$ cat config.mk
export PLATFORM = sky130hd
export DESIGN_NAME = fetch_decode_stage
export DESIGN_NICKNAME = d
export VERILOG_FILES = /design/src/rtl/fetch_pkg.sv /design/src/rtl/pc_register.sv /design/src/rtl/fetch_decode_stage.sv
export SDC_FILE = /design/constraint.sdc
export NUM_CORES = 1
export LEC_CHECK = 0
export ABC_AREA = 1
export CAP_MARGIN = 20
export CORE_ASPECT_RATIO = 1.25
export CORE_MARGIN = 2
export CORE_UTILIZATION = 49
export DETAILED_ROUTE_END_ITERATION = 7
export PLACE_DENSITY = 0.86
export SETUP_SLACK_MARGIN = 0.15
export SLEW_MARGIN = 10
export SYNTH_ARGS = -nofsm -noshare
export SYNTH_HDL_FRONTEND = slang
export SYNTH_SLANG_ARGS = --single-unit
export TNS_END_PERCENT = 20
$ cat constraint.sdc
create_clock -name clk -period 2.6 [get_ports clk]
set_clock_uncertainty 0.05 [all_clocks]
set_input_delay 0.26 -clock clk [delete_from_list [all_inputs] [get_ports clk]]
set_output_delay 0.26 -clock clk [all_outputs]
set_load 0.1 [all_outputs]
$ cat src/rtl/fetch_pkg.sv
// Shared constants for the fetch / decode front end.
package fetch_pkg;
  localparam logic [31:0] NOP_INSTR   = 32'h0000_0000;
  localparam int          PC_STEP     = 4;
  localparam int          IMM_FIELD_W = 26;
endpackage

$ cat src/rtl/pc_register.sv
// Fetch PC register: redirect beats stall, stall beats sequential increment.
module pc_register
  import fetch_pkg::*;
#(
  parameter int           N        = 32,
  parameter logic [N-1:0] RESET_PC = '0
) (
  input  logic         clk,
  input  logic         rst,
  input  logic         redirect,
  input  logic         stall,
  input  logic [N-1:0] target,
  output logic [N-1:0] pc
);

  always_ff @(posedge clk or negedge rst) begin
    if (!rst) begin
      pc <= RESET_PC;
    end else if (redirect) begin
      pc <= target;
    end else if (!stall) begin
      pc <= pc + N'(PC_STEP);
    end
  end

endmodule

$ cat src/rtl/fetch_decode_stage.sv
// Processor front end: fetch PC, synchronous instruction memory interface and the IF/ID register.
module fetch_decode_stage
  import fetch_pkg::*;
#(
  parameter int           N        = 32,
  parameter logic [N-1:0] RESET_PC = '0
) (
  input  logic                   clk,
  input  logic                   rst,
  input  logic                   StallF,
  input  logic                   StallD,
  input  logic                   FlushD,
  input  logic                   PCSrcE,
  input  logic [N-1:0]           BranchTargetE,
  output logic [N-1:0]           IMemAddr,
  input  logic [N-1:0]           IMemRdData,
  output logic [N-1:0]           InstrD,
  output logic [IMM_FIELD_W-1:0] ImmFieldD,
  output logic [N-1:0]           PCD,
  output logic [N-1:0]           PCPlus4D,
  output logic                   ValidD
);

  logic [N-1:0] pcF;
  logic [N-1:0] holdInstr;
  logic         holdValid;
  logic         stallFetch;
  logic         squashD;

  // A decode stall without a fetch stall is illegal; fetch is held anyway so no instruction is lost.
  assign stallFetch = StallF | StallD;
  assign squashD    = FlushD | PCSrcE;

  pc_register #(
    .N        (N),
    .RESET_PC (RESET_PC)
  ) u_pcRegister (
    .clk      (clk),
    .rst      (rst),
    .redirect (PCSrcE),
    .stall    (stallFetch),
    .target   (BranchTargetE),
    .pc       (pcF)
  );

  assign IMemAddr = pcF;

  always_ff @(posedge clk or negedge rst) begin
    if (!rst) begin
      PCD    <= '0;
      ValidD <= 1'b0;
    end else if (squashD) begin
      ValidD <= 1'b0;
    end else if (!StallD) begin
      if (StallF) begin
        ValidD <= 1'b0;
      end else begin
        PCD    <= pcF;
        ValidD <= 1'b1;
      end
    end
  end

  // Memory keeps reading the held PCF during a stall, so the decode word is captured once and replayed.
  always_ff @(posedge clk or negedge rst) begin
    if (!rst) begin
      holdValid <= 1'b0;
      holdInstr <= '0;
    end else if (squashD || !StallD) begin
      holdValid <= 1'b0;
    end else if (ValidD && !holdValid) begin
      holdValid <= 1'b1;
      holdInstr <= IMemRdData;
    end
  end

  always_comb begin
    InstrD = N'(NOP_INSTR);
    if (ValidD) begin
      InstrD = holdValid ? holdInstr : IMemRdData;
    end
  end

  assign ImmFieldD = InstrD[IMM_FIELD_W-1:0];
  assign PCPlus4D  = PCD + N'(PC_STEP);

  illegalStall: assert property (@(posedge clk) disable iff (!rst) !(StallD && !StallF));

endmodule
==> impl_metrics.py, run 1 <==
metrics = {
    "cts": {
        "cts-htree-levels": 3,
        "numCtsBuffers": 9,
        "cts_tree": "yes",
        "clk_pin_slew_ps": 70,
        "cts.sinks": 98,
        "cts_root_buf": "clkbuf_16",
        "cts_max_path_buffers": 2,
        "clk-insertion-delay-late_ps": 350,
    },
    "global_route": {
        "grt_usage": 0.322,
        "antenna_found_initial": 0,
        "grt_pass1_vias": 6492,
        "grt_max_degree": 99,
        "grt_pass1_wl_mm": 34.0,
        "gr-total-overflow": 0,
    },
    "logic_synthesis": {
        "ys_seq_area_frac": 0.399,
        "ys_warn_count": 0,
        "synth_cell_type_count": 34,
        "synth.avg_cell_area_um2": 7.32,
        "synth_edf_count": 0,
        "ys_ff_latch": 98,
        "synth_nets": 912,
        "synth_top_area_frac": 0.399,
        "synthTopCellsByArea": "dfrtp_1, nand2_1, inv_1, o21ai_0, nand3_1",
        "synthCells": 840,
        "synth_top_flop_cell": "dfrtp_1",
        "yosys.area.top_type": "dfrtp_1",
        "syn_area_um2": 6140,
        "synthArstFlopShare": 1.00,
    },
    "critical_path": {
        "criticalPathCategory": "flip-flop to primary output",
        "cp.arrival_ps": 2080,
        "crit_fanout": 4,
        "crit_buf_inv": 3,
        "worstPathCellList": "ha_4 -> inv_2 -> nor3_4 -> inv_2 -> nor3_4 -> xor2_4 -> buf_12",
        "cpPeakStageDelay_ps": 460,
        "critPathCaptureType": "primary output",
        "slowest_stage": "dfrtp_4",
        "cp_top_family": "simple AND/OR/NAND/NOR gates",
        "worstSetupStartpointType": "flip-flop",
        "required_ps": 2290,
    },
    "timing": {
        "slew_viol_final": 0,
        "finalHoldViolCount": 0,
        "fmax_mhz": 418,
        "period_needed_ps": 2390,
        "period_share": 0.921,
        "rsz0062_at_grt": "true",
        "setup-violations-final": 0,
        "relSlewSlack": 0.624,
        "fin_ws_ps": 205,
        "max_slew.worst_pin.slew_ps": 563,
    },
    "pwr": {
        "power_density_nw_per_um2": 738,
        "p_leak_nw": 4.45,
        "power.total_mw": 7.42,
        "switching_share": 0.528,
        "netSwitchingPower_mw": 3.92,
        "p_int_mw": 3.50,
        "combPwrFrac": 0.538,
        "sequentialPowerShare": 0.287,
        "p_clk_frac": 0.175,
        "ir_worst_vdd_v": 0.000836,
    },
    "detailed_routing": {
        "drt_first_pass_iters": 5,
        "vias": 6500,
        "post_drt_wl_per_cell_um": 17.6,
        "wl_mm": 21.2,
        "drc": 0,
        "dr.first_iter.drc_count": 518,
        "ant_nets": 0,
        "vias_per_cell": 5.39,
    },
    "floorplanning": {
        "die_h_um": 129,
        "ioPinCount": 225,
        "std_cell_rows": 45,
        "fp.dieW_um": 104,
        "initial_core_util": 0.503,
        "coreArea_um2": 12200,
        "die_area_um2": 13500,
    },
    "place": {
        "dpl_cell_area_um2": 9620,
        "dpl.hpwl_mm": 16.6,
        "place.gp.congestion": 1.01,
        "dp_cells": 1181,
        "pre_cts_ws_ps": 351,
        "numPortBuffers": 224,
    },
    "layout": {
        "syn_to_final_growth_pct": 63.7,
        "final_nets": 1108,
        "final_area_um2": 10100,
        "antenna-diode-count": 0,
        "layout.cells.non_filler": 1205,
        "final_util": 0.823,
        "multi_input_area_um2": 3770,
        "final_common_cell": "nand2_1",
        "final-seq-area_um2": 2480,
        "final_cell_mix": "nand2_1, buf_4, inv_1",
        "drive_gt1_frac": 0.317,
        "fill_cells": 767,
    },
    "hold_path": {
        "min_path_type": "input pin to asynchronous set/reset pin",
    },
    "run": {
        "cap_violations": 0,
    },
    "run_status": {
        "status": "completed",
    },
}
## final cells by class
class | instances | area share
clock inverter | 7 | 0.00622
tap | 164 | 0.0204
multi-input combinational | 579 | 0.374
timing repair buffer | 242 | 0.290
clock buffer | 9 | 0.0224
inverter | 106 | 0.0397
sequential | 98 | 0.247
## tightest hold or removal path, cell delays in order
cell and delay (ps):
dlygate4sd3_1 530, buf_4 120, buf_12 370
## routing by layer
metal  GRT usage  part of all wire  up-vias
met3      0.0734             0.066       58
met1       0.350              0.35     3118
met4       0.126             0.034        0
met5           0                 0        -
met2       0.611              0.55      289
li1            -                 -     3035
## final timing paths
path                                    startpoint                  end  slack (ps)  depth (start not counted)
min in group clk                 BranchTargetE[15]  u_pcRegister.pc[15]         420                          3
worst max register to register  u_pcRegister.pc[2]  u_pcRegister.pc[28]         830                          8
worst min-delay path                           rst              PCD[26]         420                          3
worst min register to register       holdInstr[31]        holdInstr[31]         440                          2
max in group asynchronous                      rst               ValidD        1560                          3
worst max-delay path                        PCD[2]         PCPlus4D[22]         210                          7
## cells in the mapped netlist, types with 2 or more instances
library cell / count
o21bai_1: 4
nand2_1: 220
dfrtp_1: 98
o21ai_0: 65
o211ai_1: 5
a21oi_1: 40
nor2_2: 6
clkbuf_1: 18
nand2_2: 7
nand4_1: 4
nand3_1: 51
ha_1: 2
nand3b_1: 3
o21ai_1: 48
nor3_2: 10
xnor2_1: 8
xor2_1: 26
nor2_1: 49
nor2_4: 12
buf_2: 9
nand3_2: 2
nor3_1: 7
buf_4: 29
inv_2: 12
o221ai_1: 2
nand2_4: 2
inv_1: 94
## repair_timing
item	CTS	global route
resized for setup	5	11
pin swaps	2	7
hold buffers	1	0
cloned	0	0
endpoints found under the setup margin	8	12
endpoints found under the hold margin	98	0
setup buffers	0	7
## cell families (layout without fill, tap and decap cells)
| group | after synthesis | after routing | share of synthesized area |
|---|---|---|---|
| muxes | 1 | 1 | 0.00183 |
| buffers and inverters | 163 | 364 | 0.119 |
| xor gates and xnor gates | 34 | 34 | 0.0485 |
| and+or+nand+nor | 377 | 377 | 0.288 |
| adders and majority gates | 2 | 2 | 0.00407 |
| AOI/OAI and AO/OA | 165 | 165 | 0.139 |
| DFF | 98 | 98 | 0.399 |
## metrics by stage
step                TNS (ps)  hold WS (ps)
global route               0           439
floorplan              -82.7         -85.6
finish                     0           418
CTS                        0           417
detailed placement         0           310
global placement           0           302
## power by group through the flow
stage	clock (mW)	sequential, mW	combinational, mW
after floorplan	0	3.23	1.71
after global placement	0	2.13	3.91
after detailed placement	0	2.15	3.95
after CTS	1.31	2.13	3.96
after global routing	1.37	2.17	4.13
final	1.30	2.13	3.99
## sequential cells by signal, indices dropped and copies added (netlist names)
name,count
u_pcRegister.pc,32
holdValid,1
ValidD,1
holdInstr,32
PCD,32
No activity file was read; power rests on OpenSTA's default activity.
==> run 2: changes to the inputs <==
Settings changed: CTS_CLUSTER_DIAMETER set to 120.
==> results of run 2 <==
The final DEF is identical to that of run 1; final timing and power are the same.
==> run 3: changes to the inputs <==
Settings changed: CTS_CLUSTER_SIZE set to 8, SLEW_MARGIN 10 to not set.
==> results of run 3 <==
The final DEF is identical to that of run 1; final timing and power are the same.
